**src/rtl/cond_unit.sv**
```systemverilog
// Execute-stage ARM condition/flag unit: NZCV register, condition evaluation, E->M pipeline register.
// Optional squash counter enabled by defining COND_SQUASH_CNT_EN.
module cond_unit #(
  parameter int N = 32
`ifdef COND_SQUASH_CNT_EN
  , parameter int CNT_W = 16
`endif
) (
  input  logic             clk,
  input  logic             reset,
  input  logic             stall,
  input  logic             flush,
  input  logic             valid_e,
  input  logic [3:0]       cond_e,
  input  logic [1:0]       flag_w_e,
  input  logic             pc_s_e,
  input  logic             reg_w_e,
  input  logic             mem_w_e,
  input  logic [3:0]       wa3_e,
  input  logic [3:0]       alu_flags,
  input  logic [N-1:0]     alu_result,
  output logic [3:0]       flags,
  output logic             cond_ex_e,
  output logic             pc_src_e,
  output logic             valid_m,
  output logic             reg_w_m,
  output logic             mem_w_m,
  output logic [3:0]       wa3_m,
  output logic [N-1:0]     alu_result_m
`ifdef COND_SQUASH_CNT_EN
  , output logic [CNT_W-1:0] squash_cnt
`endif
);

  logic [3:0]   flags_q, flags_d;
  logic         valid_m_q, valid_m_d;
  logic         reg_w_m_q, reg_w_m_d;
  logic         mem_w_m_q, mem_w_m_d;
  logic [3:0]   wa3_m_q, wa3_m_d;
  logic [N-1:0] alu_result_m_q, alu_result_m_d;
  logic         f_n, f_z, f_c, f_v;
  logic         live;

  assign {f_n, f_z, f_c, f_v} = flags_q;

  // Evaluated on registered flags only; alu_flags is never bypassed in.
  always_comb begin
    cond_ex_e = 1'b1;
    case (cond_e)
      4'h0: cond_ex_e = f_z;
      4'h1: cond_ex_e = !f_z;
      4'h2: cond_ex_e = f_c;
      4'h3: cond_ex_e = !f_c;
      4'h4: cond_ex_e = f_n;
      4'h5: cond_ex_e = !f_n;
      4'h6: cond_ex_e = f_v;
      4'h7: cond_ex_e = !f_v;
      4'h8: cond_ex_e = f_c & !f_z;
      4'h9: cond_ex_e = !f_c | f_z;
      4'hA: cond_ex_e = (f_n == f_v);
      4'hB: cond_ex_e = (f_n != f_v);
      4'hC: cond_ex_e = !f_z & (f_n == f_v);
      4'hD: cond_ex_e = f_z | (f_n != f_v);
      default: cond_ex_e = 1'b1;
    endcase
  end

  assign live     = valid_e & cond_ex_e & !flush & !stall;
  assign pc_src_e = live & pc_s_e;

  always_comb begin
    flags_d        = flags_q;
    valid_m_d      = valid_m_q;
    reg_w_m_d      = reg_w_m_q;
    mem_w_m_d      = mem_w_m_q;
    wa3_m_d        = wa3_m_q;
    alu_result_m_d = alu_result_m_q;
    if (flush) begin
      valid_m_d = 1'b0;
      reg_w_m_d = 1'b0;
      mem_w_m_d = 1'b0;
    end else if (!stall) begin
      valid_m_d      = valid_e & cond_ex_e;
      reg_w_m_d      = live & reg_w_e;
      mem_w_m_d      = live & mem_w_e;
      wa3_m_d        = wa3_e;
      alu_result_m_d = alu_result;
      if (live && flag_w_e[1]) flags_d[3:2] = alu_flags[3:2];
      if (live && flag_w_e[0]) flags_d[1:0] = alu_flags[1:0];
    end
  end

  always_ff @(posedge clk) begin
    if (reset) begin
      flags_q        <= '0;
      valid_m_q      <= 1'b0;
      reg_w_m_q      <= 1'b0;
      mem_w_m_q      <= 1'b0;
      wa3_m_q        <= '0;
      alu_result_m_q <= '0;
    end else begin
      flags_q        <= flags_d;
      valid_m_q      <= valid_m_d;
      reg_w_m_q      <= reg_w_m_d;
      mem_w_m_q      <= mem_w_m_d;
      wa3_m_q        <= wa3_m_d;
      alu_result_m_q <= alu_result_m_d;
    end
  end

  assign flags        = flags_q;
  assign valid_m      = valid_m_q;
  assign reg_w_m      = reg_w_m_q;
  assign mem_w_m      = mem_w_m_q;
  assign wa3_m        = wa3_m_q;
  assign alu_result_m = alu_result_m_q;

`ifdef COND_SQUASH_CNT_EN
  logic [CNT_W-1:0] squash_cnt_q, squash_cnt_d;

  always_comb begin
    squash_cnt_d = squash_cnt_q;
    if (valid_e && !cond_ex_e && !stall && !flush) squash_cnt_d = squash_cnt_q + 1'b1;
  end

  always_ff @(posedge clk) begin
    if (reset) squash_cnt_q <= '0;
    else       squash_cnt_q <= squash_cnt_d;
  end

  assign squash_cnt = squash_cnt_q;
`endif

endmodule
```
**config.mk**
```make
export PLATFORM = sky130hd
export DESIGN_NAME = cond_unit
export DESIGN_NICKNAME = d
export VERILOG_FILES = /design/src/rtl/cond_unit.sv
export SDC_FILE = /design/constraint.sdc
export NUM_CORES = 1
export LEC_CHECK = 0
export ABC_CLOCK_PERIOD_IN_PS = 3640
export CORE_ASPECT_RATIO = 1.5
export CORE_UTILIZATION = 35
export CTS_CLUSTER_SIZE = 16
export DETAILED_ROUTE_END_ITERATION = 6
export DONT_BUFFER_PORTS = 1
export PLACE_DENSITY = 0.49
export SYNTH_ARGS = -nofsm -noshare
export SYNTH_HDL_FRONTEND = slang
export SYNTH_SLANG_ARGS = --single-unit
```
**constraint.sdc**
```tcl
create_clock -name clk -period 3.64 [get_ports clk]
set_input_delay 1.092 -clock clk [delete_from_list [all_inputs] [get_ports clk]]
set_output_delay 1.092 -clock clk [all_outputs]
set_load 0.05 [all_outputs]
```
[After elaboration in Yosys (flattened, before gate mapping)]
Cells that the tools add are included.
Word-level totals
  logic and storage cells: 48
  register bits after elaboration: 43
  output and inout bits: 45
Cells by class
  bitwise gates (word level): 12
  equal/unequal tests: 15
  reductions and logical operators: 13
  muxes and demuxes: 1
Operators with widths (number)
  equality test 4 bit (second input constant): 6
  equality test 4 x 3 -> 1 bit (second input constant): 4
  one-hot mux 1 bit (14 select lines): 1
  bitwise AND 1 bit: 8
  equality test 4 x 2 -> 1 bit (second input constant): 2
  zero test 1 bit: 6
  AND reduction 3 bit: 2
  equality test 4 x 1 -> 1 bit (second input constant): 1
  zero test 4 bit: 1
  logical AND 1 bit: 2
  NOT 1 bit: 2
  OR 1 bit: 2
  AND reduction 2 bit: 1
  OR reduction 2 bit: 1
  equality test 1 bit: 1
  inequality test 1 bit: 1

[Logic depth before layout (Yosys ltp)]
Gate-level depths: netlist of run 1.
  depth in word-level cells: 8
  gate-level depth with buffers: 5

[Worst setup path before layout of run 1]
Ideal clock, no wire load.
  kind: in2out
  start: in cond_e[2]
  end: out pc_src_e
  arrival time: 2.831 ns
  data required time: 2.548 ns
  cell stages on the path: 5
  path buffers: 0
  setup slack: -0.283 ns
  cells stage by stage: and3b_1 -> a22oi_1 -> mux2i_2 -> or2_1 -> and4_1
On the way
  word-level cells in the longest chain between the ends: 6
  elaborated cells on any way between the ends: 19
  classes of those cells: eq/ne (13); mux (1); bitwise (4); reduce/logical (1)
Ends and longest elaborated chain
  start: declaration: RTL line 14  | input logic [3:0] cond_e,
  equality test 4 bit (tied with other cells): RTL line 49  | case (cond_e)
  one-hot mux 1 bit (14 select lines) *: RTL line 49
  net cond_ex_e: RTL line 23  | output logic cond_ex_e,
  bitwise AND 1 bit * (3 in a row): RTL line 68  | assign live = valid_e & cond_ex_e & !flush & !stall;
  bitwise AND 1 bit *: RTL line 69  | assign pc_src_e = live & pc_s_e;
  end: declaration: RTL line 24  | output logic pc_src_e,
Mark *: on every way through the listed nets, which the timed path passes. The rest lies on a longest branch.

[Final worst setup path of run 1]
  start: in cond_e[1]
  end: out pc_src_e
On the way
  word-level cells in the longest chain between the ends: 6
  elaborated cells on any way between the ends: 19
  classes of those cells: eq/ne (13); mux (1); bitwise (4); reduce/logical (1)
Ends and longest elaborated chain (RTL line)
  equality test 4 bit (tied with other cells): 49
  one-hot mux 1 bit (14 select lines) *: 49
  bitwise AND 1 bit * (3 in a row): 68
  bitwise AND 1 bit *: 69
Mark *: on every way between the ends. The rest lies on a longest branch, timed or not.

==> impl_metrics.toml, run 1 <==
[run_status]
status = "completed"

[grt]
antenna_found_initial = 0
grt_pass1_vias = 1157
grt_max_degree = 46
grt_use_total = 0.134
grt_pass1_wl_mm = 5.33
globalRouteOverflowTotal = 0

[power_and_ir_drop]
power_frac_comb = 0.075
leakage_nw = 0.725
pwr-share-clk = 0.353
seqPwrFrac = 0.572
p_sw_mw = 0.267
p_sw_frac = 0.270
internal_power_mw = 0.723
irDropWorstVdd_mv = 0.290
power_density_nw_per_um2 = 499

[sta]
rsz0062_at_grt = "false"
period_share = 0.971
post-route-min-period_ps = 3530
setup_tns_ps = 0
finalHoldViolations = 0
worst_pin_slew_ps = 617
relSlewSlack = 0.589
fin_skew_ps = 0.397
setup_ws_ps = 107
max_freq_mhz = 283
drv_slew = 0
setup_violations = 0

[setup_path]
reg2reg_from = "flags[0]"
critPathRequiredTime_ps = 2550
cp_num_buf_inv = 1
worst_path_max_delay_cell = "mux2i_4"
cp_max_fo = 5
cp-startpoint = "cond_e[1]"
rr_worst_depth = 6
cp.arrival_ps = 2440
path_cells = "mux2i_1 -> mux2i_4 -> o311ai_4 -> or2_4 -> and4_2 -> buf_12"
cp.depth = 6
critPathLaunchType = "primary input"
endpoint_kind = "output port"
critPathKind = "in -> out"
path_delay_family = "multiplexers"
slowest_delay_ps = 300

[yosys]
ys_ff_latch = 43
synth_nets = 264
yosysSeqAreaShare = 0.486
synth_cell_types = 28
syn_area_um2 = 1770
ys_warn_count = 0
syn_area_per_cell_um2 = 8.43
yosysTopAreaCell = "dfxtp_1"
synth.area.top_cells = "dfxtp_1 49%, nand2_1 16%, a21oi_1 11%"
synth_top_cell_area_share = 0.486
postSynthCellCount = 210

[detailed_routing]
routed.top_layer = "met4"
drt-pass1-iter-count = 4
wl_met2_mm = 2.01
drtIter0Drc = 53
detail-route-antenna-nets = 0
viasPerCell = 5.02
drt-total-wl_mm = 3.75
wire_per_inst_um = 13.4
via_count = 1400
wl_met3_um = 310
wirelength_met1_mm = 1.37
route.detailed.drc = 0

[finish]
diodes = 0
fin_area_um2 = 1990
final_cell_mix = "76 x nand2_1, 43 x dfxtp_1, 39 x a21oi_1"
fin_nets = 267
n_fill_cell = 505
final_common_cell = "nand2_1"
layout-drive-gt1-share = 0.122
synthToLayoutAreaGrowth_pct = 12.2

[floorplan]
ios = 99
design.die.area_um2 = 5350
core_area_um2 = 4850
die_h_um = 89.1
num_rows = 31
dieWidth_um = 60.1
start_util = 0.365

[clocking]
post_cts_resized = 0
cts-htree-levels = 2
insertion_delay_ps = 280
clk_pin_slew_ps = 80
clock_tree.buffer_depth = 2
ctsHoldBuffers = 0
cts_root_buf = "clkbuf_8"
cts_tree = "built"
cts_setup_buffers = 0
cts_buffers = 5
clock_sinks = 43

[worst_hold_path]
worstHoldStart = "flags[3]"
hold_class = "reg -> reg"
hold_depth = 2

[run]
cap_violations = 0

[placed_design]
pre_cts_slack_ps = 101
gp_congestion = 0.655
dp_hpwl_mm = 2.79
placed_area_um2 = 1880
portBuffers = 0
[synth_stat cells]
cell type	n
nand2_1	76
dfxtp_1	43
a21oi_1	39
clkbuf_1	12
mux2i_1	6
nand2b_1	6
and3b_1	2
nor2b_1	2
o2111ai_1	2
o2111ai_2	2
or2_2	2
or2b_1	2
a22oi_1	1
and4_1	1
buf_6	1
mux2i_2	1
mux2i_4	1
nand3b_1	1
nor2_1	1
nor3b_1	1
o211ai_2	1
o21ai_0	1
o311ai_4	1
or2_1	1
or3b_1	1
xnor2_1	1
xnor3_1	1
xor2_1	1
[tightest hold or removal path, delay by kind of cell (launching register included)]
kind,cells,cell delay [ps]
AND/OR/NAND/NOR,1,170
flip-flops,1,370
multiplexers,1,50
[per-stage QoR]
step / power [mW] / utilization / std cells / hold WS (ps)
floorplan: 0.642 / - / 210 / 663
global placement: 0.650 / 0.388 / 272 / 626
detailed placement: 0.653 / 0.388 / 272 / 638
CTS: 1.01 / 0.410 / 279 / 649
global route: 1.04 / 0.410 / 279 / 668
finish: 0.990 / 0.410 / 279 / 638
[flip-flops by register name, indices dropped and copies added (netlist names)]
name and flops:
reg_w_m 1, valid_m 1, flags 4, wa3_m 4
mem_w_m 1, alu_result_m 32
[cell type report]
type | instances | area [um2] | share of cell area
tap | 66 | 82.6 | 0.0416
clock inverter | 1 | 30.0 | 0.0151
timing repair buffer | 9 | 80.1 | 0.0403
clock buffer | 6 | 72.6 | 0.0365
multi-input combinational | 154 | 860 | 0.433
sequential | 43 | 861 | 0.434
[worst paths after layout]
check                                end  slack [ps]
worst min register to register  flags[3]         640
worst max-delay path            pc_src_e         110
worst max register to register  flags[2]        1800
worst min-delay path            flags[3]         640
[power by group through the flow]
stage	sequential, mW	clock, mW	combinational, mW
after floorplan	0.576	0	0.0656
after global placement	0.577	0	0.0728
after detailed placement	0.578	0	0.0755
after CTS	0.566	0.364	0.0755
after global routing	0.569	0.387	0.0820
final	0.566	0.350	0.0740
[logic make-up (layout without fill, tap and decap cells)]
group	Yosys count	in the layout	share of synthesized area
flip-flops	43	43	0.486
multiplexers	8	8	0.0544
XOR/XNOR	3	3	0.0226
buffers and inverters	13	16	0.0318
AND/OR/NAND/NOR	96	96	0.239
AO/OA/AOI/OAI	47	47	0.166
[routing by layer]
layer | vias up | global-route usage
li1 | 699 | -
met1 | 638 | 0.136
met2 | 58 | 0.235
met3 | 5 | 0.0521
met4 | 0 | 0.0634
met5 | - | 0
(Power assumes the default switching activity.)
==> inputs of run 2 (changes only) <==
ABC_AREA = 1   (was default)
ABC_CLOCK_PERIOD_IN_PS = 3650   (was 3640)
clock period = 3.65 ns   (was 3.64 ns; I/O delays follow)
==> impl_metrics.toml, run 2 <==
[yosys]
ys_ff_latch = 43
synth_edf_count = 0
yosysSeqAreaShare = 0.490
ys_warn_count = 0
synth_top_cell_area_share = 0.490
yosysTopAreaCell = "dfxtp_1"
postSynth.asyncResetShare = 0
postSynthCellCount = 248
synth_cell_types = 17
synth_top_flop_cell = "dfxtp_1"
syn_area_um2 = 1760
yosysMostFrequentCell = "nor2_1"
synth_nets = 302
synth_top_cells_by_count = "87 x nor2_1, 43 x dfxtp_1, 37 x o21ai_0"
synth.area.top_cells = "dfxtp_1 49%, nor2_1 19%, o21ai_0 11%"
syn_area_per_cell_um2 = 7.09

[setup_path]
critPathKind = "in -> out"
rrSetupSlack_ps = 1950
cp_max_fo = 4
critPathLaunchType = "primary input"
endpoint_kind = "output port"
cp.arrival_ps = 2180
critPathRequiredTime_ps = 2550
rr_worst_depth = 10

[finish]
n_fill_cell = 538
final_common_cell = "nor2_1"
final_cell_mix = "86 x nor2_1, 43 x dfxtp_1, 37 x o21ai_0"
layout-drive-gt1-share = 0.111
fin_util = 0.410
fin_nets = 305
fin_area_um2 = 1970
largest_reg_flops = 32
synthToLayoutAreaGrowth_pct = 12.2
diodes = 0

[sta]
max_freq_mhz = 306
fin_skew_ps = 2.35
drv_slew = 0
worst_pin_slew_ps = 538
setup_violations = 0
rsz0062_at_grt = "false"
finalHoldViolations = 0
period_share = 0.897
setup_ws_ps = 378
setup_tns_ps = 0
post-route-min-period_ps = 3270
relSlewSlack = 0.641

[detailed_routing]
via_count = 1529
route.detailed.drc = 0
drt-total-wl_mm = 4.14
drt-pass1-iter-count = 4
detail-route-antenna-nets = 0
drtIter0Drc = 60
viasPerCell = 4.81
wire_per_inst_um = 13.0

[grt]
grt_use_total = 0.162
globalRouteOverflowTotal = 0
grt_max_degree = 39
grt_pass1_wl_mm = 6.44
antenna_found_initial = 0
grt_pass1_vias = 1457

[floorplan]
design.die.area_um2 = 5320
num_rows = 31
start_util = 0.366
dieWidth_um = 59.9
core_area_um2 = 4810
ios = 99
die_h_um = 88.8

[run_status]
status = "completed"

[placed_design]
portBuffers = 0
dp_hpwl_mm = 2.94
gp_congestion = 0.710
placed_area_um2 = 1850
pre_cts_slack_ps = 369

[clocking]
clk_pin_slew_ps = 70
clock_sinks = 43
clock_tree.buffer_depth = 2
insertion_delay_ps = 290
cts_tree = "built"
ctsHoldBuffers = 0
cts_setup_buffers = 0
cts-htree-levels = 2
cts_buffers = 5
cts_root_buf = "clkbuf_8"
post_cts_resized = 0

[worst_hold_path]
hold_class = "reg -> reg"
hold_depth = 4

[power_and_ir_drop]
power_density_nw_per_um2 = 550
p_sw_mw = 0.335
leakage_nw = 0.912
irDropWorstVdd_mv = 0.216
seqPwrFrac = 0.559
internal_power_mw = 0.750
pwr-share-clk = 0.356
p_sw_frac = 0.309
power_frac_comb = 0.085

[run]
cap_violations = 0
## run 2: cell count changes in the layout (fill, tap and decap cells not counted), moves of 3 or more
cell,before,now
a21oi_1,39,6
inv_1,0,12
mux2i_1,6,0
nand2_1,76,33
nand2b_1,6,0
nand3_1,0,7
nor2_1,0,86
nor2_2,1,4
o21ai_0,1,37
## run 2: power by group through the flow
stage          registers [mW]  logic [mW]  clock network (mW)
6_report                0.607      0.0917               0.386
3_3_place_gp            0.619      0.0922                   0
2_1_floorplan           0.617      0.0735                   0
3_5_place_dp            0.618      0.0935                   0
5_1_grt                 0.611       0.106               0.425
4_1_cts                 0.608      0.0935               0.401
## run 2: critical path, stage by stage
cell and delay [ps]:
nand2_1 50, inv_1 70, nand3_1 90, a21oi_1 160, nor2_2 70, nand2_4 180, nand2_4 90, nor3b_2 150
buf_4 210
## run 2: cells by family after synthesis
| family | Yosys count | share of synthesized area |
|---|---|---|
| and+or+nand+nor | 137 | 0.328 |
| buffers and inverters | 25 | 0.0598 |
| AOI/OAI and AO/OA | 43 | 0.122 |
| DFF | 43 | 0.490 |
## run 2: through the flow
stage               total power, mW  hold slack, ps  instances
global route                   1.14             660        318
global placement              0.711             574        310
CTS                            1.10             589        318
floorplan                     0.691             667        248
detailed placement            0.712             575        310
finish                         1.09             586        318
## run 2: final cells by class
class / count / area, um2 / area share
clock buffers: 6 / 82.6 / 0.0419
repair buffers: 8 / 60.1 / 0.0304
well taps: 66 / 82.6 / 0.0419
inverters: 13 / 48.8 / 0.0247
clock inverters: 2 / 38.8 / 0.0197
multi-input cells: 180 / 800 / 0.405
flip-flops and latches: 43 / 861 / 0.436
## run 2: path summary, 6_finish.rpt
check / startpoint / end
hold / removal: flags[0] / flags[0]
setup / recovery: cond_e[2] / pc_src_e
hold reg to reg: flags[0] / flags[0]
setup reg to reg: flags[3] / flags[2]
## run 2: routing by layer
metal	global-route usage	wire length (um)	vias to the layer above
met1	0.172	1570	677
met4	0.0846	119	0
met5	0	0	-
met3	0.0453	318	10
met2	0.283	2130	61
li1	-	-	781
==> inputs of run 3 (changes only) <==
RECOVER_POWER = 25   (was default)
==> impl_metrics.toml, run 3 (same netlist as run 2, synthesis figures left out) <==
[sta]
finalHoldViolations = 0
post-route-min-period_ps = 3270
max_freq_mhz = 306
drv_slew = 0
rsz0062_at_grt = "false"
hold_ws_ps = 586
period_share = 0.897
setup_violations = 0
setup_tns_ps = 0
fin_skew_ps = 2.27
relSlewSlack = 0.0178
worst_pin_slew_ps = 1470

[floorplan]
start_util = 0.366
dieWidth_um = 59.9
design.die.area_um2 = 5320
die_h_um = 88.8
ios = 99
core_area_um2 = 4810
num_rows = 31

[detailed_routing]
wire_per_inst_um = 13.0
drtIter0Drc = 62
drt-pass1-iter-count = 4
detail-route-antenna-nets = 0
viasPerCell = 4.82
drt-total-wl_mm = 4.13
route.detailed.drc = 0
via_count = 1533

[grt]
grt_pass1_vias = 1457
grt_pass1_wl_mm = 6.44
grt_use_total = 0.162
globalRouteOverflowTotal = 0
antenna_found_initial = 0
grt_max_degree = 39

[clocking]
clock_tree.buffer_depth = 2
cts_root_buf = "clkbuf_8"
cts_buffers = 5
cts-htree-levels = 2
clk_pin_slew_ps = 70
insertion_delay_ps = 290
post_cts_resized = 0
cts_setup_buffers = 0
cts_tree = "built"
clock_sinks = 43
ctsHoldBuffers = 0

[setup_path]
critPathLaunchType = "primary input"
cp.arrival_ps = 2180
crit_path_frequent_cell = "nand2_4"
path_cells = "nand2_1 -> inv_1 -> nand3_1 -> a21oi_1 -> nor2_2 -> nand2_4 -> nand2_4 -> nor3b_2 -> buf_4"
endpoint_kind = "output port"
worst_path_max_delay_cell = "buf_4"
path_delay_family = "simple AND/OR/NAND/NOR gates"
critPathRequiredTime_ps = 2550
cp_num_buf_inv = 2
critPathKind = "in -> out"
cp_max_fo = 4
slowest_delay_ps = 210

[placed_design]
gp_congestion = 0.710
portBuffers = 0
dp_hpwl_mm = 2.94

[power_and_ir_drop]
power_density_nw_per_um2 = 551
seqPwrFrac = 0.560
p_sw_mw = 0.335
p_sw_frac = 0.309
power_frac_comb = 0.084
p_total_mw = 1.08
leakage_nw = 0.908
internal_power_mw = 0.750
irDropWorstVdd_mv = 0.216
pwr-share-clk = 0.356

[finish]
final_cell_mix = "87 x nor2_1, 43 x dfxtp_1, 37 x o21ai_0"
n_fill_cell = 540
largest_reg_flops = 32
layout-drive-gt1-share = 0.103
fin_nets = 305
diodes = 0
fin_util = 0.409
final_common_cell = "nor2_1"
synthToLayoutAreaGrowth_pct = 11.9

[worst_hold_path]
hold_class = "reg -> reg"

[run_status]
status = "completed"

[run]
cap_violations = 0
==> run 3: power by group through the flow <==
stage | Sequential [mW] | Combinational (mW) | Clock (mW)
2_1_floorplan | 0.617 | 0.0735 | 0
3_3_place_gp | 0.619 | 0.0922 | 0
3_5_place_dp | 0.618 | 0.0935 | 0
4_1_cts | 0.608 | 0.0935 | 0.401
5_1_grt | 0.611 | 0.106 | 0.425
6_report | 0.607 | 0.0911 | 0.386
==> run 3: worst paths after layout <==
check / slack, ps / cells past startpoint / to / start
worst max-delay path: 380 / 9 / pc_src_e / cond_e[2]
worst min-delay path: 590 / 4 / flags[0] / flags[0]
worst max register to register: 1900 / 10 / flags[2] / flags[3]
worst min register to register: 590 / 4 / flags[0] / flags[0]
==> run 3: tightest hold or removal path: cells and delay by family, from the launching register on <==
kind,cells,cell delay (ps)
simple gates,3,130
flops,1,340
buf+inv,1,80
==> run 3: through the flow <==
stage                     instance area, um2  setup slack (ps)  std cells
after global routing                    1970               278        318
after CTS                               1970               363        318
after global placement                  1850               387        310
after detailed placement                1850               369        310
final                                   1970               378        318
after floorplan                         1760               125        248
==> run 3: cell type report <==
cell class	count	area (um2)	area share
clock buffers	6	82.6	0.0420
flip-flops and latches	43	861	0.438
well taps	66	82.6	0.0420
repair buffers	8	56.3	0.0286
inverters	13	48.8	0.0248
multi-input cells	180	797	0.405
clock inverters	2	38.8	0.0197
==> run 3: metal layers <==
metal | global-route usage | part of all wire
met4 | 0.0846 | 0.029
met2 | 0.283 | 0.51
met3 | 0.0453 | 0.077
met1 | 0.172 | 0.38
met5 | 0 | 0
